--- config.mk ---
export PLATFORM = sky130hd
export DESIGN_NAME = pipe_adder_flat
export DESIGN_NICKNAME = d
export VERILOG_FILES = /design/src/rtl/pipe_adder_if.sv /design/src/rtl/pipe_adder.sv /design/src/flat_wrapper.sv
export SDC_FILE = /design/constraint.sdc
export NUM_CORES = 1
export LEC_CHECK = 0
export BUFFER_PORTS_ARGS = -buffer_cell sky130_fd_sc_hd__buf_2
export CAP_MARGIN = 30
export CELL_PAD_IN_SITES_DETAIL_PLACEMENT = 2
export CELL_PAD_IN_SITES_GLOBAL_PLACEMENT = 2
export CORE_ASPECT_RATIO = 1.5
export CORE_UTILIZATION = 44
export CTS_CLUSTER_SIZE = 28
export DETAILED_ROUTE_END_ITERATION = 8
export PLACE_DENSITY = 0.89
export SYNTH_ARGS = -nofsm -noshare
export SYNTH_HDL_FRONTEND = slang
export SYNTH_SLANG_ARGS = --single-unit
--- constraint.sdc ---
create_clock -name clk -period 14.05 [get_ports clk]
set_input_delay 2.81 -clock clk [delete_from_list [all_inputs] [get_ports clk]]
set_output_delay 2.81 -clock clk [all_outputs]
set_load 0.03 [all_outputs]
--- src/rtl/pipe_adder_if.sv ---
// Operand/result handshake bundle for pipe_adder; the optional sub select exists only with PIPE_ADDER_SUB_EN.
interface pipe_adder_if #(
    parameter int WIDTH = 32
) ();
    logic             in_valid;
    logic             in_ready;
    logic [WIDTH-1:0] A;
    logic [WIDTH-1:0] B;
    logic             Cin;
`ifdef PIPE_ADDER_SUB_EN
    logic             sub;
`endif
    logic             out_valid;
    logic             out_ready;
    logic [WIDTH-1:0] S;
    logic             Cout;
    logic             Ovf;

    modport slave (
`ifdef PIPE_ADDER_SUB_EN
        input  sub,
`endif
        input  in_valid, A, B, Cin, out_ready,
        output in_ready, out_valid, S, Cout, Ovf
    );

    modport master (
`ifdef PIPE_ADDER_SUB_EN
        output sub,
`endif
        output in_valid, A, B, Cin, out_ready,
        input  in_ready, out_valid, S, Cout, Ovf
    );
endinterface

--- src/rtl/pipe_adder.sv ---
// Carry-segmented pipelined adder (subtract mode with PIPE_ADDER_SUB_EN); latency STAGES cycles.
// Whole pipeline freezes while out_valid & !out_ready; in_ready = that advance condition, forced 0 in reset.
module pipe_adder #(
    parameter int WIDTH  = 32,
    parameter int STAGES = 4
) (
    input  logic         clk,
    input  logic         rst,
    pipe_adder_if.slave  bus
);
    localparam int ST  = (STAGES < 1) ? 1 : STAGES;
    localparam int SEG = WIDTH / ST;

    generate
        if (STAGES < 1 || (WIDTH % ST) != 0) begin : g_bad_cfg
            $error("pipe_adder: WIDTH must be a positive multiple of STAGES");
        end
    endgenerate

    typedef struct packed {
        logic [WIDTH-1:0] a;
        logic [WIDTH-1:0] b;
        logic [WIDTH-1:0] s;
        logic             c;
    } stage_t;

    stage_t           st_q  [ST];
    stage_t           st_in [ST];
    stage_t           st_nx [ST];
    logic [SEG:0]     seg_sum [ST];
    logic [ST-1:0]    vld_q;
    logic             ovf_q;
    logic             ovf_nx;
    logic             adv;
    logic [WIDTH-1:0] b_op;
    logic             c_op;

    // Subtraction is folded into stage 0: the inverted B travels down the pipe.
    always_comb begin
`ifdef PIPE_ADDER_SUB_EN
        b_op = bus.sub ? ~bus.B   : bus.B;
        c_op = bus.sub ? ~bus.Cin : bus.Cin;
`else
        b_op = bus.B;
        c_op = bus.Cin;
`endif
    end

    always_comb begin
        st_in[0].a = bus.A;
        st_in[0].b = b_op;
        st_in[0].s = '0;
        st_in[0].c = c_op;
        for (int k = 1; k < ST; k++) begin
            st_in[k] = st_q[k-1];
        end
        for (int k = 0; k < ST; k++) begin
            seg_sum[k] = {1'b0, st_in[k].a[k*SEG +: SEG]}
                       + {1'b0, st_in[k].b[k*SEG +: SEG]}
                       + {{SEG{1'b0}}, st_in[k].c};
            st_nx[k]   = st_in[k];
            st_nx[k].s[k*SEG +: SEG] = seg_sum[k][SEG-1:0];
            st_nx[k].c = seg_sum[k][SEG];
        end
        // a^b^s at the MSB recovers the carry into the MSB.
        ovf_nx = st_nx[ST-1].a[WIDTH-1] ^ st_nx[ST-1].b[WIDTH-1]
               ^ st_nx[ST-1].s[WIDTH-1] ^ st_nx[ST-1].c;
    end

    assign adv           = !vld_q[ST-1] | bus.out_ready;
    assign bus.in_ready  = adv & !rst;
    assign bus.out_valid = vld_q[ST-1];
    assign bus.S         = st_q[ST-1].s;
    assign bus.Cout      = st_q[ST-1].c;
    assign bus.Ovf       = ovf_q;

    always_ff @(posedge clk) begin
        if (rst) begin
            vld_q <= '0;
            ovf_q <= 1'b0;
            for (int k = 0; k < ST; k++) begin
                st_q[k] <= '0;
            end
        end else if (adv) begin
            vld_q[0] <= bus.in_valid;
            for (int k = 1; k < ST; k++) begin
                vld_q[k] <= vld_q[k-1];
            end
            for (int k = 0; k < ST; k++) begin
                st_q[k] <= st_nx[k];
            end
            ovf_q <= ovf_nx;
        end
    end
endmodule

--- src/flat_wrapper.sv ---
// flat-port wrapper written by rule: the top's interface ports become plain ports
module pipe_adder_flat 
#(
    parameter int WIDTH  = 32,
    parameter int STAGES = 4
)
  (clk, rst, bus_in_valid, bus_A, bus_B, bus_Cin, bus_out_ready, bus_in_ready, bus_out_valid, bus_S, bus_Cout, bus_Ovf);
  pipe_adder_if #(.WIDTH(WIDTH)) bus_i ();
  input  logic clk;
  input  logic rst;
  input wire logic [$bits(bus_i.in_valid)-1:0] bus_in_valid;
  input wire logic [$bits(bus_i.A)-1:0] bus_A;
  input wire logic [$bits(bus_i.B)-1:0] bus_B;
  input wire logic [$bits(bus_i.Cin)-1:0] bus_Cin;
  input wire logic [$bits(bus_i.out_ready)-1:0] bus_out_ready;
  output wire logic [$bits(bus_i.in_ready)-1:0] bus_in_ready;
  output wire logic [$bits(bus_i.out_valid)-1:0] bus_out_valid;
  output wire logic [$bits(bus_i.S)-1:0] bus_S;
  output wire logic [$bits(bus_i.Cout)-1:0] bus_Cout;
  output wire logic [$bits(bus_i.Ovf)-1:0] bus_Ovf;
  assign bus_i.in_valid = bus_in_valid;
  assign bus_i.A = bus_A;
  assign bus_i.B = bus_B;
  assign bus_i.Cin = bus_Cin;
  assign bus_i.out_ready = bus_out_ready;
  assign bus_in_ready = bus_i.in_ready;
  assign bus_out_valid = bus_i.out_valid;
  assign bus_S = bus_i.S;
  assign bus_Cout = bus_i.Cout;
  assign bus_Ovf = bus_i.Ovf;
  pipe_adder #(.WIDTH(WIDTH), .STAGES(STAGES)) u_core (.clk(clk), .rst(rst), .bus(bus_i));
endmodule
==> results of run 1 <==
[placed cells by master, fill, tap and decap left out, drive strengths merged, types with 2 or more instances in the layout]
| cell | netlist | routed |
|---|---|---|
| fa | 8 | 8 |
| inv | 14 | 14 |
| bufinv | 0 | 5 |
| xor2 | 7 | 7 |
| a21o | 10 | 10 |
| clkinv | 0 | 7 |
| a21oi | 13 | 13 |
| nor3 | 14 | 14 |
| a211oi | 10 | 10 |
| a22o | 2 | 2 |
| edfxtp | 180 | 180 |
| nor2 | 34 | 34 |
| nor2b | 4 | 4 |
| dfxtp | 5 | 5 |
| nand2b | 3 | 3 |
| o21bai | 3 | 3 |
| clkbuf | 15 | 20 |
| ha | 28 | 28 |
| o21ba | 2 | 2 |
| or3 | 2 | 2 |
| buf | 5 | 108 |
| a21boi | 2 | 2 |
| and2 | 150 | 150 |
| nand2 | 7 | 7 |
| xnor2 | 5 | 5 |
| o21ai | 19 | 19 |
| nand3 | 2 | 2 |
[cell families (layout without fill, tap and decap cells)]
| kind of cell | after synthesis | after routing | synth area share (%) |
|---|---|---|---|
| xor+xnor | 12 | 12 | 1.32 |
| flops | 185 | 185 | 68.9 |
| other cells | 0 | 1 | 0 |
| buf+inv | 34 | 154 | 1.65 |
| simple gates | 218 | 218 | 15.6 |
| fa+ha+maj | 36 | 36 | 6.39 |
| mux | 1 | 1 | 0.125 |
| compound gates | 70 | 70 | 6.02 |
[critical path, delay by kind of cell]
family | cells | cell delay [ns]
AND/OR/NAND/NOR | 2 | 0.26
buffers and inverters | 4 | 1.24
[per-layer routing]
metal | vias up | wire [um] | global-route usage (%)
met2 | 123 | 10900 | 40.8
met5 | - | 0 | 0
li1 | 2196 | - | -
met4 | 0 | 708 | 11.6
met1 | 2390 | 7620 | 25.0
met3 | 45 | 627 | 4.29
[synthesized netlist by cell type (3+ instances only)]
cell      number  area [um^2]
a21oi_1       13         65.1
nor2b_1        4         25.0
inv_1         13         48.8
dfxtp_1        5          100
nor3_1        14         70.1
buf_2          3         15.0
nand2b_1       3         18.8
a21o_1        10         75.1
xnor2_1        5         43.8
clkbuf_1      15         56.3
nand2_1        7         26.3
o21ai_0       16         80.1
fa_1           8          160
o21ai_1        3         15.0
nor2_1        34          128
a211oi_1       9         67.6
edfxtp_1     180         5410
xor2_1         7         61.3
and2_1       150          938
o21bai_1       3         22.5
ha_1          28          350
[stage by stage]
| stage | instance area [um^2] | utilization, % | instances |
|---|---|---|---|
| after floorplan | 7990 | - | 556 |
| final | 9400 | 52.6 | 894 |
| after CTS | 9370 | 52.4 | 892 |
| after global routing | 9400 | 52.6 | 894 |
| after global placement | 8730 | 48.8 | 860 |
| after detailed placement | 8730 | 48.8 | 860 |
[where the power goes]
part | switching, mW | internal [mW] | leakage [nW]
Clock | 0.211 | 0.321 | 0.318
Combinational | 0.0599 | 0.0390 | 1.64
Sequential | 0.0123 | 0.639 | 2.18
[final timing paths]
path,cells past startpoint,slack (ns),endpoint,start
worst max register to register,7,11.30,u_core.st_q[0][322],u_core.st_q[0][194]
worst min-delay path,2,0.48,u_core.bus.Ovf,u_core.bus.Ovf
worst min register to register,2,0.48,u_core.bus.Ovf,u_core.bus.Ovf
worst max-delay path,6,6.91,bus_in_ready,bus_out_ready
[layout make-up]
class	instances	area, um^2	area share [%]
well taps	217	272	2.89
repair buffers	108	571	6.07
inverters	14	58.8	0.626
diodes	1	2.50	0.0266
clock buffers	20	447	4.75
flip-flops and latches	185	5510	58.6
clock inverters	12	196	2.09
multi-input cells	337	2350	25.0
[state kept, by name, summed over array words and instances, names as in the netlist]
register        flops
u_core.st_q       180
u_core.vld_q        4
u_core.bus.Ovf      1
==> results.py, run 1 <==
metrics = {
    "outcome": {
        "status": "complete, but fails checks",
        "violations": "design-rule violations",
    },
    "critical_path": {
        "crit_fanout": 41,
        "crit_slowest_cell": "clkinv_2",
        "worstSetupPathType": "input port to primary output",
        "critPathLaunchType": "input port",
        "end_kind": "primary output",
        "path_cells": "buf_2, nand2b_1, nand2b_1, buf_4, clkinv_2, buf_2",
        "required_ns": 11.24,
        "critPathArrivalTime_ns": 4.33,
        "critPathMaxStageDelay_ns": 0.45,
    },
    "power_and_ir_drop": {
        "power_density_nw_per_um2": 136,
        "power_mw": 1.28,
        "leakagePower_nw": 4.13,
        "ir_drop_v": 0.0000884,
    },
    "clocking": {
        "cts_tree": "built",
        "post_cts_resized": 0,
        "cts_hold_buf": 0,
        "cts_root_buf": "clkbuf_16",
        "cts_buffers": 17,
        "clk_pin_slew_ns": 0.07,
        "clockBufferDepth": 2,
        "htree_levels": 4,
        "cts_setup_buffers": 0,
        "cts_sinks": 185,
        "clock_latency_ns": 0.44,
    },
    "finish": {
        "fill_cells": 1711,
        "synthToLayoutAreaGrowth_pct": 17.7,
        "drive_gt1_share_pct": 21.6,
        "fin_nets": 768,
    },
    "drt": {
        "drt_iter0_markers": 238,
        "wirelength_mm": 19.9,
        "drc_errors": 6,
        "wl_per_cell_um": 22.2,
        "num_vias": 4754,
        "ant_nets": 0,
        "first_pass_iters": 6,
        "via_per_inst": 5.32,
    },
    "logic_synthesis": {
        "async_reset_ff_share_pct": 0,
        "synth_cells": 556,
        "synth_seq_cells": 185,
        "ys_warn_count": 0,
        "synth_ff_type": "edfxtp_1",
        "syn_area_um2": 7990,
        "seq_area_frac_synth_pct": 68.9,
        "synth_edf_count": 180,
        "syn_nets": 661,
        "synth_cell_type_count": 41,
        "syn-mean-instance-area_um2": 14.4,
    },
    "place": {
        "dpl.hpwl_mm": 12.6,
        "place_ws_ns": 6.90,
        "gp_congestion": 0.771,
        "io_buffers": 104,
    },
    "floorplanning": {
        "die_y_um": 167,
        "start_util_pct": 44.7,
        "ios": 105,
        "die_x_um": 112,
        "die_area_um2": 18700,
        "num_rows": 60,
        "core_um2": 17900,
    },
    "timing": {
        "hold_viol": 0,
        "fin_crit_sh_pct": 50.8,
        "tns_ns": 0,
        "tightestPinTransition_ns": 0.929,
        "fmax_mhz": 140,
        "clock_skew_ns": 0.00912,
        "period_needed_ns": 7.14,
        "setup_violations": 0,
        "slew_violations": 0,
        "relSlewSlack_pct": 38.1,
        "holdWs_ns": 0.481,
        "rsz0062_at_grt": "false",
        "worst_slack_ns": 6.91,
    },
    "worst_hold_path": {
        "hp-class": "flip-flop to flip-flop",
    },
    "global_route": {
        "grt_start_max_net_pins": 122,
        "grt_pass1_wl_mm": 30.6,
        "grt_pass1_vias": 5272,
        "grtUsageTotal_pct": 22.5,
        "antenna_found_initial": 1,
        "grt-ovfl-total": 0,
    },
    "job": {
        "maxCapViolations": 0,
    },
}
Power figures use the tool's default switching activity.
==> run 2, diff against run 1 <==
CORE_UTILIZATION = 41   (was 44)
PLACE_DENSITY = 0.84   (was 0.89)
clock period = 7 ns   (was 14.05 ns; I/O delays follow)
==> run 2 against run 1 <==
The run now ends clean. Clock-buffer cell count shrank 3. Largest cell class unchanged. Hold slack worse by 0.0051 ns. Register-to-register slack worse by 7.1 ns. Total power up 87%.
==> results.py, run 2 (synthesis results as in run 1) <==
metrics = {
    "critical_path": {
        "crit_fanout": 33,
        "required_ns": 5.60,
        "critPathMaxStageDelay_ns": 0.41,
        "critPathLaunchType": "input port",
        "end_kind": "primary output",
        "path_cells": "buf_2, nand2b_1, nand2b_1, buf_4, clkinv_2, buf_2",
        "reg2reg_from": "u_core.st_q[0][194]",
        "crit_slowest_cell": "clkinv_2",
        "crit_start": "bus_out_ready",
        "critPathArrivalTime_ns": 2.86,
        "worstSetupPathType": "input port to primary output",
    },
    "finish": {
        "layout_common_cells": "edfxtp_1, and2_1, buf_2",
        "synthToLayoutAreaGrowth_pct": 17.2,
        "max_flop_register": "u_core.st_q",
        "diodes": 0,
        "mostFrequentLayoutCell": "edfxtp_1",
        "fin_nets": 768,
        "drive_gt1_share_pct": 21.7,
        "largest_reg_flops": 180,
        "utilization_pct": 49.0,
    },
    "clocking": {
        "htree_levels": 4,
        "cts_root_buf": "clkbuf_16",
        "clockBufferDepth": 2,
        "post_cts_resized": 0,
        "cts_sinks": 185,
        "cts_setup_buffers": 0,
        "cts_tree": "built",
        "clock_latency_ns": 0.42,
        "cts_buffers": 17,
        "cts_hold_buf": 0,
        "clk_pin_slew_ns": 0.07,
    },
    "global_route": {
        "grt_start_max_net_pins": 130,
        "grtUsageTotal_pct": 19.1,
        "antenna_found_initial": 0,
        "grt-ovfl-total": 0,
        "grt_pass1_wl_mm": 28.2,
        "grt_pass1_vias": 5334,
    },
    "timing": {
        "relSlewSlack_pct": 37.1,
        "fmax_mhz": 235,
        "slew_violations": 0,
        "setup_violations": 0,
        "tightestPinTransition_ns": 0.944,
        "period_needed_ns": 4.26,
        "rsz0062_at_grt": "false",
        "hold_viol": 0,
        "fin_crit_sh_pct": 60.9,
        "tns_ns": 0,
        "worst_slack_ns": 2.74,
        "clock_skew_ns": 0.00855,
    },
    "drt": {
        "drc_errors": 0,
        "first_pass_iters": 4,
        "ant_nets": 0,
        "via_per_inst": 4.97,
        "drt_iter0_markers": 206,
        "num_vias": 4634,
        "wirelength_mm": 17.8,
        "wl_per_cell_um": 19.1,
    },
    "power_and_ir_drop": {
        "ir_drop_v": 0.000150,
        "power_density_nw_per_um2": 257,
        "leakagePower_nw": 4.08,
        "power_mw": 2.40,
    },
    "floorplanning": {
        "start_util_pct": 41.8,
        "core_um2": 19100,
        "die_area_um2": 20000,
        "die_x_um": 116,
        "ios": 105,
        "die_y_um": 173,
        "num_rows": 62,
    },
    "outcome": {
        "status": "completed",
    },
    "job": {
        "maxCapViolations": 0,
    },
    "place": {
        "place_ws_ns": 2.70,
        "io_buffers": 104,
        "dpl.hpwl_mm": 12.6,
        "gp_congestion": 0.778,
    },
    "worst_hold_path": {
        "hold_path_startpoint": "u_core.bus.Ovf",
        "hp-class": "flip-flop to flip-flop",
    },
}
[run 2: path summary, 6_finish.rpt]
path	cells after the start	slack (ns)	endpoint
max	6	2.74	bus_in_ready
min	2	0.48	u_core.bus.Ovf
max reg2reg	7	4.22	u_core.st_q[0][322]
min reg2reg	2	0.48	u_core.bus.Ovf
[run 2: layout make-up]
type	instances	area, um^2
clock inverter	15	128
sequential	185	5510
multi-input combinational	337	2350
tap	256	320
timing repair buffer	108	571
clock buffer	17	425
inverter	14	58.8
fill	1849	9730
[run 2: power breakdown]
part	switching, mW	internal [mW]
Clock	0.414	0.490
Sequential	0.0236	1.28
Combinational	0.114	0.0780
Total	0.552	1.85
[run 2: routing by layer]
metal	vias to the layer above	wire, um	share of wire (%)	track usage [%]
li1	2190	-	-	-
met3	32	471	2.6	3.61
met4	0	459	2.6	8.39
met2	98	10300	58	36.0
met1	2314	6610	37	20.0
met5	-	0	0	0
[run 2: critical path, delay by kind of cell]
family | cells | cell delay, ns
buffers and inverters | 4 | 1.18
and+or+nand+nor | 2 | 0.28
[run 2: metrics by stage]
step / hold WS [ns] / area (um^2) / cells
finish: 0.476 / 9360 / 932
global route: 0.496 / 9360 / 932
CTS: 0.485 / 9330 / 931
detailed placement: 0.475 / 8780 / 899
global placement: 0.438 / 8780 / 899
floorplan: 0.420 / 7990 / 556
==> run 3, diff against run 2 <==
ABC_AREA = 1   (was default)
CORE_UTILIZATION = 38   (was 41)
clock period = 4.4 ns   (was 7 ns; I/O delays follow)
==> run 3 against run 2 <==
Critical path depth decreased by 3. Clock skew hardly changed. Die area is 13% higher. Largest power group unchanged.
==> results.py, run 3 <==
metrics = {
    "timing": {
        "tightestPinTransition_ns": 0.924,
        "relSlewSlack_pct": 38.3,
        "rsz0062_at_grt": "false",
        "fmax_mhz": 379,
        "tns_ns": 0,
        "clock_skew_ns": 0.00899,
        "worst_slack_ns": 1.76,
        "slew_violations": 0,
        "hold_viol": 0,
        "setup_violations": 0,
        "period_needed_ns": 2.64,
        "fin_crit_sh_pct": 60.0,
    },
    "logic_synthesis": {
        "synth_commonest_cells": "inv_1, edfxtp_1, nor2_1",
        "synthMuxAreaShare_pct": 0,
        "synth_area_leader_cell": "edfxtp_1",
        "synth_top_family_by_area": "simple AND/OR/NAND/NOR gates",
        "synthSimpleGateAreaFrac_pct": 13.3,
        "synthTopCellsByArea": "edfxtp_1, inv_1, nor2_1",
        "syn-mean-instance-area_um2": 10.7,
        "seq_area_frac_synth_pct": 65.8,
        "synth_edf_count": 180,
        "ys_warn_count": 0,
        "synth_ff_type": "edfxtp_1",
        "synth_seq_cells": 185,
        "yosysMostFrequentCell": "inv_1",
        "yosys.area_share.adder_pct": 6.10,
        "async_reset_ff_share_pct": 0,
        "synth_cells": 782,
        "synth_cell_type_count": 24,
        "syn_nets": 887,
        "synth_top_area_share_pct": 64.6,
        "syn_area_um2": 8370,
        "synth-xor-area-share_pct": 0,
        "synth_compound_area_share_pct": 3.57,
    },
    "clocking": {
        "clockBufferDepth": 2,
        "cts_buffers": 17,
        "post_cts_resized": 0,
        "clock_latency_ns": 0.44,
        "cts_root_buf": "clkbuf_16",
        "cts_hold_buf": 0,
        "htree_levels": 4,
        "cts_sinks": 185,
        "cts_tree": "built",
        "clk_pin_slew_ns": 0.07,
        "cts_setup_buffers": 0,
    },
    "job": {
        "maxCapViolations": 0,
    },
    "critical_path": {
        "worstSetupPathType": "input port to primary output",
        "crit_fanout": 27,
        "critPathArrivalTime_ns": 1.76,
        "critPathLaunchType": "input port",
        "required_ns": 3.52,
        "end_kind": "primary output",
    },
    "floorplanning": {
        "die_area_um2": 22600,
        "ios": 105,
        "die_x_um": 123,
        "num_rows": 66,
        "start_util_pct": 38.7,
        "core_um2": 21600,
        "die_y_um": 184,
    },
    "drt": {
        "wirelength_mm": 19.5,
        "wl_per_cell_um": 16.6,
        "drt_iter0_markers": 217,
        "ant_nets": 0,
        "first_pass_iters": 4,
        "num_vias": 5477,
        "drc_errors": 0,
        "via_per_inst": 4.66,
    },
    "worst_hold_path": {
        "hp-class": "flip-flop to flip-flop",
    },
    "finish": {
        "mostFrequentLayoutCell": "inv_1",
        "max_flop_register": "u_core.st_q",
        "drive_gt1_share_pct": 15.8,
        "utilization_pct": 45.1,
        "fin_cells": 1175,
        "largest_reg_flops": 180,
        "fin_nets": 995,
        "layout_common_cells": "inv_1, edfxtp_1, nor2_1",
        "fill_cells": 2293,
        "synthToLayoutAreaGrowth_pct": 16.6,
        "diodes": 0,
    },
    "power_and_ir_drop": {
        "p_seq_share_pct": 51.3,
        "leakagePower_nw": 4.66,
        "ir_drop_v": 0.000221,
        "clkPwrFrac_pct": 40.3,
        "switchingPower_mw": 0.949,
        "p_int_mw": 3.11,
        "power_density_nw_per_um2": 416,
        "combPwrFrac_pct": 8.4,
        "power_mw": 4.06,
        "swShare_pct": 23.4,
    },
    "place": {
        "gp_congestion": 0.729,
        "place_ws_ns": 1.33,
        "dpl.hpwl_mm": 13.5,
        "io_buffers": 104,
        "placed_cells": 1143,
    },
    "global_route": {
        "grt-ovfl-total": 0,
        "grt_start_max_net_pins": 91,
        "grtUsageTotal_pct": 18.9,
        "grt_pass1_wl_mm": 31.2,
        "grt_pass1_vias": 6151,
        "antenna_found_initial": 0,
    },
    "outcome": {
        "status": "completed",
    },
}
run 3: changes by cell type in the layout (fill, tap and decap cells not counted), sizes merged, moves of 10 or more:
cell    change
and2      -150
inv       +191
nand3      +21
a21oi      +25
a21o       -10
nor2      +145
nand2      +66
a211oi     -10
nor3       -14
run 3: path summary, 6_finish.rpt:
path,from,end,slack [ns],cells past startpoint
max,rst,bus_in_ready,1.76,3
min,u_core.bus.Ovf,u_core.bus.Ovf,0.45,2
max reg2reg,u_core.vld_q[3],u_core.st_q[0][86],1.95,6
min reg2reg,u_core.bus.Ovf,u_core.bus.Ovf,0.45,2
run 3: through the flow:
step	area, um^2	hold slack, ns
final	9760	0.455
after floorplan	8370	0.430
after CTS	9760	0.460
after detailed placement	9130	0.449
after global placement	9130	0.451
after global routing	9760	0.482
run 3: critical path: stages:
cell and delay, ns:
buf_2 0.14, nor2_8 0.43, buf_2 0.29
run 3: layout make-up:
cell class | instances | area (um^2) | area share, %
Multi-Input combinational cell | 373 | 1920 | 19.7
Inverter | 205 | 776 | 7.95
Clock buffer | 18 | 429 | 4.40
Tap cell | 272 | 340 | 3.49
Timing Repair Buffer | 108 | 588 | 6.03
Sequential cell | 185 | 5510 | 56.4
Clock inverter | 14 | 196 | 2.01
run 3: logic make-up after synthesis:
logic type,after synthesis
fa+ha+maj,36
compound gates,58
flops,185
simple gates,279
buf+inv,224
run 3: per-layer routing:
layer	up-vias	global-route usage, %	part of all wire, %
li1	2657	-	-
met1	2693	19.5	36
met2	96	36.5	59
met3	31	3.66	2.7
met4	0	7.18	1.9
met5	-	0	0
run 3: power groups by stage:
stage	clock network [mW]	registers [mW]	logic [mW]
2_1_floorplan	0	2.14	0.200
3_3_place_gp	0	2.11	0.317
3_5_place_dp	0	2.12	0.347
4_1_cts	1.67	2.09	0.354
5_1_grt	1.73	2.09	0.391
6_report	1.64	2.08	0.343
